`src/rtl/sc_road_pkg.sv`:
```
// ---------------------------------------------------------------------------
// sc_road_pkg
// Shared definitions for the road-state select interface between the game
// state machine and the road-row loader.
//   sel_t    : per-row select code (CLEAR / FILL / RANDOM / HOLD)
//   state_t  : loader FSM states
//   ROWS     : number of road rows held by the loader
//   LFSR_W   : width of the shared pseudo-random generator
//   LAST_IDX : row index of the final write in a load
// ---------------------------------------------------------------------------
package sc_road_pkg;

    localparam int unsigned ROWS   = 7;
    localparam int unsigned LFSR_W = 16;

    localparam logic [2:0] LAST_IDX = 3'(ROWS - 1);

    typedef enum logic [1:0] {
        SEL_CLEAR  = 2'd0,
        SEL_FILL   = 2'd1,
        SEL_RANDOM = 2'd2,
        SEL_HOLD   = 2'd3
    } sel_t;

    typedef enum logic [1:0] {
        ST_IDLE = 2'd0,
        ST_LOAD = 2'd1,
        ST_DONE = 2'd2
    } state_t;

endpackage

```
`src/rtl/sc_lfsr16.sv`:
```
// ---------------------------------------------------------------------------
// sc_lfsr16
// Free-running 16-bit Fibonacci LFSR (taps 16,14,13,11), shifting left on
// every rising clock edge. An all-zero state reloads the seed so the
// generator can never lock up.
// Ports:
//   clock       in   1   rising-edge clock
//   reset_InLow in   1   asynchronous active-low reset, loads LFSR_SEED
//   lfsr_state  out  16  current LFSR register value
// ---------------------------------------------------------------------------
module sc_lfsr16
    import sc_road_pkg::*;
#(
    parameter logic [LFSR_W-1:0] LFSR_SEED = 16'hACE1
) (
    input  logic              clock,
    input  logic              reset_InLow,
    output logic [LFSR_W-1:0] lfsr_state
);

    logic feedback;

    assign feedback = lfsr_state[15] ^ lfsr_state[13] ^ lfsr_state[12] ^ lfsr_state[10];

    always_ff @(posedge clock or negedge reset_InLow) begin
        if (!reset_InLow) begin
            lfsr_state <= LFSR_SEED;
        end else if (lfsr_state == '0) begin
            lfsr_state <= LFSR_SEED;
        end else begin
            lfsr_state <= {lfsr_state[14:0], feedback};
        end
    end

endmodule

```
`src/rtl/sc_roadloader.sv`:
```
// ---------------------------------------------------------------------------
// sc_roadloader
// Consumer end of the road-state select interface. A load tick snapshots the
// seven per-row select codes; the rows are then written one per clock
// (row1..row7) and DONE pulses for one cycle. Each row is cleared, filled,
// loaded with LFSR data, or held according to its snapshotted code.
// Ports:
//   SC_ROADLOADER_CLOCK_50        in   1          system clock
//   SC_ROADLOADER_RESET_InLow     in   1          asynchronous active-low reset
//   SC_ROADLOADER_TICK_InHigh     in   1          load request pulse
//   SC_ROADLOADER_SEL1..7_InBUS   in   SELWIDTH   per-row select codes
//   SC_ROADLOADER_ROW1..7_OutBUS  out  DATAWIDTH  registered road rows
//   SC_ROADLOADER_BUSY_OutHigh    out  1          high while not idle
//   SC_ROADLOADER_DONE_OutHigh    out  1          one-cycle completion pulse
//   SC_ROADLOADER_OVERRUN_OutHigh out  1          sticky: tick arrived while busy
// ---------------------------------------------------------------------------
module sc_roadloader
    import sc_road_pkg::*;
#(
    parameter int unsigned       DATAWIDTH = 8,
    parameter int unsigned       SELWIDTH  = 2,
    parameter logic [LFSR_W-1:0] LFSR_SEED = 16'hACE1
) (
    input  logic                 SC_ROADLOADER_CLOCK_50,
    input  logic                 SC_ROADLOADER_RESET_InLow,
    input  logic                 SC_ROADLOADER_TICK_InHigh,
    input  logic [SELWIDTH-1:0]  SC_ROADLOADER_SEL1_InBUS,
    input  logic [SELWIDTH-1:0]  SC_ROADLOADER_SEL2_InBUS,
    input  logic [SELWIDTH-1:0]  SC_ROADLOADER_SEL3_InBUS,
    input  logic [SELWIDTH-1:0]  SC_ROADLOADER_SEL4_InBUS,
    input  logic [SELWIDTH-1:0]  SC_ROADLOADER_SEL5_InBUS,
    input  logic [SELWIDTH-1:0]  SC_ROADLOADER_SEL6_InBUS,
    input  logic [SELWIDTH-1:0]  SC_ROADLOADER_SEL7_InBUS,
    output logic [DATAWIDTH-1:0] SC_ROADLOADER_ROW1_OutBUS,
    output logic [DATAWIDTH-1:0] SC_ROADLOADER_ROW2_OutBUS,
    output logic [DATAWIDTH-1:0] SC_ROADLOADER_ROW3_OutBUS,
    output logic [DATAWIDTH-1:0] SC_ROADLOADER_ROW4_OutBUS,
    output logic [DATAWIDTH-1:0] SC_ROADLOADER_ROW5_OutBUS,
    output logic [DATAWIDTH-1:0] SC_ROADLOADER_ROW6_OutBUS,
    output logic [DATAWIDTH-1:0] SC_ROADLOADER_ROW7_OutBUS,
    output logic                 SC_ROADLOADER_BUSY_OutHigh,
    output logic                 SC_ROADLOADER_DONE_OutHigh,
    output logic                 SC_ROADLOADER_OVERRUN_OutHigh
);

    logic clk;
    logic rst_n;

    assign clk   = SC_ROADLOADER_CLOCK_50;
    assign rst_n = SC_ROADLOADER_RESET_InLow;

    state_t                             state;
    logic [2:0]                         idx;
    logic [ROWS-1:0][SELWIDTH-1:0]      snap;
    logic [ROWS-1:0][DATAWIDTH-1:0]     rows;
    logic [ROWS-1:0]                    row_we;
    logic                               busy_q;
    logic                               done_q;
    logic                               overrun_q;
    logic [LFSR_W-1:0]                  lfsr;
    logic                               unused_lfsr;

    sc_lfsr16 #(
        .LFSR_SEED (LFSR_SEED)
    ) u_lfsr (
        .clock       (clk),
        .reset_InLow (rst_n),
        .lfsr_state  (lfsr)
    );

    // Only the low DATAWIDTH bits feed the rows; the rest advance the sequence.
    assign unused_lfsr = ^lfsr;

    // ------------------------------------------------------------------
    // Control FSM: snapshot, row index, and registered status outputs.
    // BUSY/DONE are registered alongside the state so they track it
    // cycle-for-cycle without output decoding.
    // ------------------------------------------------------------------
    always_ff @(posedge clk or negedge rst_n) begin
        if (!rst_n) begin
            state     <= ST_IDLE;
            idx       <= '0;
            snap      <= '0;
            busy_q    <= 1'b0;
            done_q    <= 1'b0;
            overrun_q <= 1'b0;
        end else begin
            done_q <= 1'b0;
            unique case (state)
                ST_IDLE: begin
                    if (SC_ROADLOADER_TICK_InHigh) begin
                        snap   <= {SC_ROADLOADER_SEL7_InBUS, SC_ROADLOADER_SEL6_InBUS,
                                   SC_ROADLOADER_SEL5_InBUS, SC_ROADLOADER_SEL4_InBUS,
                                   SC_ROADLOADER_SEL3_InBUS, SC_ROADLOADER_SEL2_InBUS,
                                   SC_ROADLOADER_SEL1_InBUS};
                        idx    <= '0;
                        state  <= ST_LOAD;
                        busy_q <= 1'b1;
                    end
                end
                ST_LOAD: begin
                    if (SC_ROADLOADER_TICK_InHigh) begin
                        overrun_q <= 1'b1;
                    end
                    if (idx == LAST_IDX) begin
                        idx    <= '0;
                        state  <= ST_DONE;
                        done_q <= 1'b1;
                    end else begin
                        idx <= idx + 3'd1;
                    end
                end
                ST_DONE: begin
                    if (SC_ROADLOADER_TICK_InHigh) begin
                        overrun_q <= 1'b1;
                    end
                    state  <= ST_IDLE;
                    busy_q <= 1'b0;
                end
                default: begin
                    state  <= ST_IDLE;
                    busy_q <= 1'b0;
                end
            endcase
        end
    end

    // ------------------------------------------------------------------
    // Row register bank: one write enable per row, decoded from idx.
    // ------------------------------------------------------------------
    for (genvar r = 0; r < ROWS; r++) begin : g_row
        logic [DATAWIDTH-1:0] row_q;
        logic [DATAWIDTH-1:0] row_nxt;

        assign row_we[r] = (state == ST_LOAD) && (idx == 3'(r));

        always_comb begin
            row_nxt = row_q;
            case (sel_t'(snap[r]))
                SEL_CLEAR:  row_nxt = '0;
                SEL_FILL:   row_nxt = '1;
                SEL_RANDOM: row_nxt = lfsr[DATAWIDTH-1:0];
                default:    row_nxt = row_q;
            endcase
        end

        always_ff @(posedge clk or negedge rst_n) begin
            if (!rst_n) begin
                row_q <= '0;
            end else if (row_we[r]) begin
                row_q <= row_nxt;
            end
        end

        assign rows[r] = row_q;
    end

    assign SC_ROADLOADER_ROW1_OutBUS     = rows[0];
    assign SC_ROADLOADER_ROW2_OutBUS     = rows[1];
    assign SC_ROADLOADER_ROW3_OutBUS     = rows[2];
    assign SC_ROADLOADER_ROW4_OutBUS     = rows[3];
    assign SC_ROADLOADER_ROW5_OutBUS     = rows[4];
    assign SC_ROADLOADER_ROW6_OutBUS     = rows[5];
    assign SC_ROADLOADER_ROW7_OutBUS     = rows[6];
    assign SC_ROADLOADER_BUSY_OutHigh    = busy_q;
    assign SC_ROADLOADER_DONE_OutHigh    = done_q;
    assign SC_ROADLOADER_OVERRUN_OutHigh = overrun_q;

endmodule

```
`config.mk`:
```
export PLATFORM = sky130hd
export DESIGN_NAME = sc_roadloader
export DESIGN_NICKNAME = d
export VERILOG_FILES = /design/src/rtl/sc_road_pkg.sv /design/src/rtl/sc_lfsr16.sv /design/src/rtl/sc_roadloader.sv
export SDC_FILE = /design/constraint.sdc
export NUM_CORES = 1
export LEC_CHECK = 0
export ABC_AREA = 1
export CAP_MARGIN = 20
export CORE_MARGIN = 4
export CORE_UTILIZATION = 55
export DETAILED_ROUTE_END_ITERATION = 8
export GPL_ROUTABILITY_DRIVEN = 0
export HOLD_SLACK_MARGIN = 0.12
export PLACE_DENSITY = 0.82
export SLEW_MARGIN = 40
export SYNTH_ARGS = -nofsm -noshare
export SYNTH_HDL_FRONTEND = slang
export SYNTH_SLANG_ARGS = --single-unit
```
`constraint.sdc`:
```
create_clock -name SC_ROADLOADER_CLOCK_50 -period 3.6 [get_ports SC_ROADLOADER_CLOCK_50]
set_input_delay 0.36 -clock SC_ROADLOADER_CLOCK_50 [delete_from_list [all_inputs] [get_ports SC_ROADLOADER_CLOCK_50]]
set_output_delay 0.36 -clock SC_ROADLOADER_CLOCK_50 [all_outputs]
set_load 0.01 [all_outputs]
```
# [After elaboration in Yosys (flattened, before gate mapping)]
# Index checks and enable logic that the tools add are counted.
[word_totals] register_bits=94 latchBits=0 ramBits=0 rom_bits=0 input_bits=17 output_inout_bits=59 elab_cells=105 mem_count=0
[op_classes] addsub=1 n_mul=0 div=0 magnitude_cmp=0 eq_ne=24 shifts=0 muxes=18 bitwise_logic=4 n_reduce_logical=38
[ops] cell="$pmux 8 s3" n=7
[ops] cell="$reduce_and 2->1" n=12
[ops] cell="$reduce_bool 3->1" n=7
[ops] cell="$eq 2x1->1 const B" n=8
[ops] cell="$eq 2x2->1 const B" n=8
[ops] cell="$logic_not 16->1" n=1
[ops] cell="$logic_not 2->1" n=8
[ops] cell="$mux 16" n=1
[ops] cell="$eq 3x3->1 const B" n=3
[ops] cell="$logic_and 1x1->1" n=7
[ops] cell="$eq 3x2->1 const B" n=2
[ops] cell="$mux 3" n=2
[ops] cell="$pmux 3 s2" n=1
[ops] cell="$mux 2" n=2
[ops] cell="$pmux 2 s2" n=1
[ops] cell="$add 3x1->3 const B" n=1
[ops] cell="$eq 3x1->1 const B" n=1
[ops] cell="$logic_not 3->1" n=1
[ops] cell="$mux 1" n=3
[ops] cell="$xor 1x1->1" n=3
[ops] cell="$ne 2x1->1 const B" n=1
[ops] cell="$ne 2x2->1 const B" n=1
[ops] cell="$pmux 1 s2" n=1
[ops] cell="$reduce_bool 2->1" n=1
[ops] cell="2 further kinds" n=2

# [Logic depth before layout (Yosys ltp)]
# Gate-level depths: netlist of the first run.
[logic_depth] depth_word=4 mapped_depth=8 mapped_depth_nobuf=8

# [Hierarchy]
# From an unflattened synthesis of the first run, not the netlist that was laid out.
[unflattened] cells_unflattened=588 area_unflattened_um2=4663.2
[modules_own_cells] module="sc_roadloader" instances=1 cells_each=519 area_each_um2=4043.9 seq_area_each_um2=1951.9
[modules_own_cells] module="sc_lfsr16" instances=1 cells_each=69 area_each_um2=619.3 seq_area_each_um2=410.4

# [Least setup slack after synthesis of the first run]
# No wires, ideal clock.
[synth_timing] path_kind="register to register" startpoint="reg state[1]" endpoint="reg g_row[4].row_q[0] (netlist: SC_ROADLOADER_ROW5_OutBUS[0])" setup_ps=117 arrival_time_ps=1281 required_ps=3483 slack_ps=2202 path_stages_with_launch=9 path_buffers=1 synth_period_minus_slack_ps=1398 cell_sequence="dfrtp_1 -> inv_1 -> ha_1 -> buf_4 -> nand2_1 -> nor2_4 -> inv_1 -> nand2_1 -> nand2_1"
[synth_via] elab_chain_len=3
[synth_rtl] element="start, declared" line_no="sc_roadloader.sv:52" text="state_t state;"
[synth_rtl] element="start signal, assigned" line_no="sc_roadloader.sv:81" text="state <= ST_IDLE;"
[synth_rtl] element="start signal, assigned" line_no="sc_roadloader.sv:97" text="state <= ST_LOAD;"
[synth_rtl] element="start signal, assigned" line_no="sc_roadloader.sv:107" text="state <= ST_DONE;"
[synth_rtl] element="$eq 2x1->1" line_no="sc_roadloader.sv:135" text="assign row_we[r] = (state == ST_LOAD) && (idx == 3'(r));"
[synth_rtl] element="$logic_and 1x1->1" line_no="sc_roadloader.sv:135"
[synth_rtl] element="$reduce_and 2->1 (no source line)"
[synth_rtl] element="end signal, assigned" line_no="sc_roadloader.sv:151" text="row_q <= row_nxt;"
[synth_rtl] element="end, declared" line_no="sc_roadloader.sv:132" text="logic [DATAWIDTH-1:0] row_q;"
# No other way between the ends.
# A chain may end at the register's enable or synchronous reset.

# [Worst setup path in the final report of the first run]
[layout_timing] startpoint="reg state[1]" endpoint="reg g_row[1].row_q[6] (netlist: SC_ROADLOADER_ROW2_OutBUS[6])"
[layout_via] elab_chain_len=3
[layout_rtl] element="$eq 2x1->1" line_no="sc_roadloader.sv:135"
[layout_rtl] element="$logic_and 1x1->1" line_no="sc_roadloader.sv:135"
[layout_rtl] element="$reduce_and 2->1 (no source line)"
[layout_rtl] element="end signal, assigned" line_no="sc_roadloader.sv:151"
[layout_rtl] element="end, declared" line_no="sc_roadloader.sv:132"
# No other way between the ends.

==> results.toml, run 1 <==
[pwr]
ir_drop_uv = 360
p_int_w = 0.00225
cellPowerDensity_mw_per_mm2 = 675
switchingPower_w = 0.00150
power_leakage_nw = 2.78
p_comb_share_pct = 43.4
finalPower_w = 0.00375
seq_power_share_pct = 40.1
clockPowerShare_pct = 16.5
netSwitchingFraction_pct = 40.0

[layout]
drive_above_1_share_pct = 5.94
area.sequential_mm2 = 0.00236
fillCellCount = 670
multiInputGateArea_mm2 = 0.00190
antenna_cells = 0
final_common_cell = "nand2_1"
mostFrequentLayoutCells = "245 x nand2_1, 86 x dfrtp_1, 74 x clkdlybuf4s50_1"
fin_nets = 676
syn_to_final_growth_pct = 21.0
design_area_mm2 = 0.00555

[logic_synthesis]
synth_top_area_share_pct = 46.9
avgSynthCellArea_um2 = 8.00
ys_seq_area_share_pct = 51.4
yosys_warnings = 0
synth_cell_type_count = 24
yosys-top-cells-area = "dfrtp_1 47%, nand2_1 20%, ha_1 6.5%"
ys_ff_latch = 94
syn_area_mm2 = 0.00459
syn_inst = 574
synth_top_cell_by_area = "dfrtp_1"
synth_nets = 615

[routing]
routed_wl_um = 9960
routedWlPerCell_um = 13.4
first_iter_violations = 290
ant_nets = 0
drtPass1Iterations = 5
drc = 0
num_vias = 3725
via_per_inst = 5.00

[floorplanning]
rows = 33
pin_count = 76
fp.coreArea_mm2 = 0.00818
die_h_um = 99.4
start_util_pct = 56.2
dieArea_mm2 = 0.00987
die_w_um = 99.4

[global_route]
grt_pass1_wl_um = 16800
grt_pass1_vias = 3600
antenna_found_initial = 0
gr-total-overflow = 0
grt_util_all_layers_pct = 21.2
grt_max_degree = 70

[cts]
htree_levels = 3
cts_buffers = 9
clockBufferDepth = 2
cts_tree = "done"
clk_pin_slew_ns = 0.09
root_buffer = "clkbuf_8"
clock-sinks = 94
cts_setup_buffers = 0
clk_latency_ns = 0.36

[sta]
finalSetupTns_ns = 0
hold_viol = 0
relSlewSlack_pct = 57.8
max_freq_mhz = 565
clock-skew-final_ns = 0.0117
finalSetupViolations = 0
worstMarginPinSlew_ns = 0.629
fin_crit_sh_pct = 49.2
period_minus_slack_ns = 1.77
maxSlewViolCount = 0
rsz0062_at_grt = "no"

[run]
drv_cap = 0

[setup_path]
worstPathRequired_ns = 3.89
crit_buf_inv = 3
path_delay_family = "simple AND/OR/NAND/NOR gates"
start_kind = "flip-flop"
crit_fanout = 11
critPathKind = "reg -> reg"
critPathSlowestCell = "ha_1"
crit_chain = "inv_1 > ha_1 > inv_1 > nor2_4 > nand3_2 > clkinv_2 > nand2_1 > nand2_1"
critPathCaptureType = "flip-flop"
arrival_ns = 2.07
slowest_delay_ns = 0.40
r2r_slack_ns = 1.83

[placement]
numPortBuffers = 75
postPlaceCellArea_mm2 = 0.00537
dp_hpwl_um = 7080

[run_status]
status = "finished, final reports clean"

[worst_hold_path]
hold_path_class = "reg -> reg"
[kinds of logic after synthesis]
kind of cell | Yosys count | share of synthesized area (%)
AOI/OAI and AO/OA | 84 | 9.21
adders and majority gates | 24 | 6.54
buffers and inverters | 86 | 7.22
DFF | 94 | 51.4
and+or+nand+nor | 286 | 25.6
[stage by stage]
step	util (%)	cells	hold WS [ns]	setup slack [ns]
floorplan	-	574	0.0644	2.20
global placement	65.7	728	0.360	1.74
detailed placement	65.7	728	0.375	1.61
CTS	67.8	744	0.125	1.79
global route	67.9	745	0.399	1.57
finish	67.9	745	0.392	1.83
[synthesized netlist by cell type]
| library cell | instances |
|---|---|
| buf_1 | 5 |
| clkinv_2 | 2 |
| nor3_4 | 1 |
| a21o_1 | 1 |
| clkbuf_1 | 19 |
| nand2_1 | 245 |
| nand3_4 | 1 |
| nand4_1 | 2 |
| nor2_2 | 4 |
| dfrtp_1 | 86 |
| ha_1 | 24 |
| nor2_1 | 15 |
| buf_4 | 1 |
| dfstp_2 | 8 |
| buf_2 | 2 |
| a21oi_1 | 41 |
| nand3_1 | 12 |
| inv_2 | 1 |
| nor2_4 | 4 |
| inv_1 | 55 |
| clkinv_1 | 1 |
| o21ai_0 | 42 |
| nand4_2 | 1 |
| nand3_2 | 1 |
[cell type report]
type / count / share of cell area, %
tap: 105 / 2.37
multi-input combinational: 394 / 34.2
sequential: 94 / 42.5
clock buffer: 13 / 2.68
inverter: 59 / 4.03
timing repair buffer: 77 / 13.9
clock inverter: 3 / 0.360
[timing repair]
| item | 4_1_cts | 5_1_grt |
|---|---|---|
| gates resized for setup | 0 | 0 |
| hold endpoints to repair | 0 | 60 |
| hold buffers | 0 | 1 |
[routing by layer]
metal  part of all wire [%]  wire length (um)  track usage, %
met5                      0                 0               0
met4                    2.2               216            7.35
met3                    5.1               504            4.28
met2                     48              4770            34.7
met1                     45              4470            28.1
[registers in the layout, indices dropped and copies added, names as in the netlist, 2 cells and up]
register and flops:
SC_ROADLOADER_ROW7_OutBUS 8, state 2, SC_ROADLOADER_ROW6_OutBUS 8, SC_ROADLOADER_ROW4_OutBUS 8
SC_ROADLOADER_ROW5_OutBUS 8, SC_ROADLOADER_ROW2_OutBUS 8, SC_ROADLOADER_ROW3_OutBUS 8, u_lfsr.lfsr_state 16
snap 14, idx 3, SC_ROADLOADER_ROW1_OutBUS 8
[power groups by stage]
stage / sequential, W / combinational, W / clock (W)
final: 0.00150 / 0.00163 / 0.000620
after global routing: 0.00154 / 0.00184 / 0.000685
after CTS: 0.00150 / 0.00163 / 0.000636
after detailed placement: 0.00152 / 0.00162 / 0
after global placement: 0.00150 / 0.00156 / 0
after floorplan: 0.00156 / 0.000982 / 0
[final timing paths]
path / end / startpoint / depth (start not counted)
setup reg to reg: SC_ROADLOADER_ROW2_OutBUS[6] / state[1] / 8
max in group asynchronous: SC_ROADLOADER_ROW3_OutBUS[3] / SC_ROADLOADER_RESET_InLow / 3
hold / removal: u_lfsr.lfsr_state[9] / u_lfsr.lfsr_state[8] / 0
setup / recovery: SC_ROADLOADER_ROW2_OutBUS[6] / state[1] / 8
min in group asynchronous: SC_ROADLOADER_ROW5_OutBUS[6] / SC_ROADLOADER_RESET_InLow / 2
hold reg to reg: u_lfsr.lfsr_state[9] / u_lfsr.lfsr_state[8] / 0
Note: power is estimated with default switching activity, not from simulation.
==> run 2, diff against run 1 <==
--- a/config.mk
+++ b/config.mk
@@ -8,11 +8,11 @@
 export ABC_AREA = 1
 export CAP_MARGIN = 20
 export CORE_MARGIN = 4
-export CORE_UTILIZATION = 55
+export CORE_UTILIZATION = 48
 export DETAILED_ROUTE_END_ITERATION = 8
 export GPL_ROUTABILITY_DRIVEN = 0
 export HOLD_SLACK_MARGIN = 0.12
-export PLACE_DENSITY = 0.82
+export PLACE_DENSITY = 0.76
 export SLEW_MARGIN = 40
 export SYNTH_ARGS = -nofsm -noshare
 export SYNTH_HDL_FRONTEND = slang
==> constraint.sdc (replaced) <==
create_clock -name SC_ROADLOADER_CLOCK_50 -period 1.6 [get_ports SC_ROADLOADER_CLOCK_50]
set_input_delay 0.16 -clock SC_ROADLOADER_CLOCK_50 [delete_from_list [all_inputs] [get_ports SC_ROADLOADER_CLOCK_50]]
set_output_delay 0.16 -clock SC_ROADLOADER_CLOCK_50 [all_outputs]
set_load 0.01 [all_outputs]
==> run 2 against run 1 <==
Sequential share of layout area shrank 1.3 points. Via count up 0.30%. Setup slack got worse by 1.7 ns. Utilization fell by 6.2 points. Critical endpoint is now SC_ROADLOADER_ROW2_OutBUS[0]. Critical path type unchanged. Die area rose by 13%. Critical path depth did not move.
==> results.toml, run 2 (same netlist as run 1, synthesis figures left out) <==
[routing]
met3_wirelength_um = 527
num_vias = 3736
top_layer_used = "met4"
ant_nets = 0
first_iter_violations = 191
drtPass1Iterations = 5
drc = 0
routedWlPerCell_um = 13.1
dr_wl_met2_um = 4970
met1_length_um = 4570
via_per_inst = 4.81
routed_wl_um = 10200

[setup_path]
path_delay_family = "simple AND/OR/NAND/NOR gates"
critPathKind = "reg -> reg"
crit_buf_inv = 3
worstSetupStartpoint = "state[1]"
crit_fanout = 10
arrival_ns = 1.79
critical_path_depth = 8
r2r-end = "SC_ROADLOADER_ROW2_OutBUS[0]"
r2r_cells = 8
worstPathRequired_ns = 1.90
critPathSlowestCell = "dfrtp_1"
critPathCaptureType = "flip-flop"
endpoint = "SC_ROADLOADER_ROW2_OutBUS[0]"
slowest_delay_ns = 0.38
crit_chain = "inv_1 > ha_4 > inv_1 > nor2_4 > nand3_4 > clkinv_2 > nand2_1 > nand2_1"
r2r_start = "state[1]"
r2r_slack_ns = 0.11
start_kind = "flip-flop"

[global_route]
antenna_found_initial = 0
grt_max_degree = 36
gr-total-overflow = 0
grt_pass1_wl_um = 17300
grt_pass1_vias = 3632
grt_util_all_layers_pct = 19.3

[sta]
clock-skew-final_ns = 0.00679
max_freq_mhz = 673
period_minus_slack_ns = 1.49
finalSetupTns_ns = 0
finalSetupViolations = 0
setup_ws_ns = 0.113
worstMarginPinSlew_ns = 0.404
rsz0062_at_grt = "no"
maxSlewViolCount = 0
whs_ns = 0.272
hold_viol = 0
relSlewSlack_pct = 73.0
fin_crit_sh_pct = 92.9

[floorplanning]
dieArea_mm2 = 0.0112
rows = 35
fp.coreArea_mm2 = 0.00928
start_util_pct = 49.5
pin_count = 76
die_w_um = 106
die_h_um = 106

[placement]
pre_cts_ws_ns = -0.0877
numPortBuffers = 75
dp_hpwl_um = 7480

[layout]
largest_reg_flops = 16
final_common_cell = "nand2_1"
reg_top3 = "u_lfsr.lfsr_state x16, snap x14"
mostFrequentLayoutCells = "244 x nand2_1, 85 x dfrtp_1, 74 x clkdlybuf4s50_1"
largest-register = "u_lfsr.lfsr_state"
drive_above_1_share_pct = 8.04
fin_util_pct = 61.7
antenna_cells = 0
syn_to_final_growth_pct = 24.8
fin_nets = 683

[pwr]
netSwitchingFraction_pct = 39.4
p_int_w = 0.00532
power_leakage_nw = 2.85
finalPower_w = 0.00879
seq_power_share_pct = 38.4
switchingPower_w = 0.00346
ir_drop_uv = 664
cellPowerDensity_mw_per_mm2 = 1530
p_comb_share_pct = 43.7
clockPowerShare_pct = 17.9

[run_status]
status = "finished, final reports clean"

[cts]
clk_latency_ns = 0.36
clock-sinks = 94
cts_tree = "done"
clk_pin_slew_ns = 0.09
htree_levels = 3
root_buffer = "clkbuf_8"
cts_buffers = 9
clockBufferDepth = 2

[worst_hold_path]
hold_path_class = "in -> async"

[run]
drv_cap = 0
run 2: cell types whose count changed in the layout (fill, tap and decap cells not counted), moves of 2 or more:
cell	change
buf_4	+5
clkinv_2	+2
clkbuf_1	-3
buf_12	+3
run 2: metrics by stage:
step,cells,area (um2)
floorplan,574,4590
global placement,758,5480
detailed placement,758,5480
CTS,775,5700
global route,776,5730
finish,776,5730
run 2: worst min path at each step:
stage,to,slack (ns),cells after the start
floorplan,SC_ROADLOADER_BUSY_OutHigh,-0.14,0
global placement,SC_ROADLOADER_DONE_OutHigh,0.11,1
detailed placement,snap[9],0.12,1
CTS,idx[2],0.27,2
global route,idx[2],0.29,2
finish,idx[2],0.27,2
run 2: routing by layer:
layer | track usage (%) | up-vias
li1 | - | 1907
met1 | 25.6 | 1722
met2 | 32.2 | 96
met3 | 3.92 | 11
met4 | 5.18 | 0
met5 | 0 | -
run 2: area by class of cell:
type	instances	area (um2)
Tap cell	129	161
Clock buffer	10	138
Inverter	59	224
Timing Repair Buffer	84	856
Sequential cell	94	2360
Clock inverter	6	61.3
Fill cell	801	3550
Multi-Input combinational cell	394	1930
run 2: timing repair:
action | CTS | global route
endpoints found under the hold margin | 86 | 0
gates resized for setup | 1 | 5
gates cloned | 0 | 0
setup endpoints to repair | 25 | 34
hold buffers | 1 | 0
pin swaps | 0 | 2
buffers inserted | 0 | 1
run 2: worst register-to-register path: stages (launching register included):
cell and delay [ns]:
dfrtp_1 0.38, inv_1 0.11, ha_4 0.20, inv_1 0.10
nor2_4 0.19, nand3_4 0.17, clkinv_2 0.14, nand2_1 0.08
nand2_1 0.06
run 2: power by group through the flow:
stage	Combinational, W	Sequential [W]	Clock (W)
2_1_floorplan	0.00221	0.00351	0
3_3_place_gp	0.00368	0.00337	0
3_5_place_dp	0.00379	0.00340	0
4_1_cts	0.00381	0.00336	0.00161
5_1_grt	0.00432	0.00346	0.00172
6_report	0.00384	0.00337	0.00157
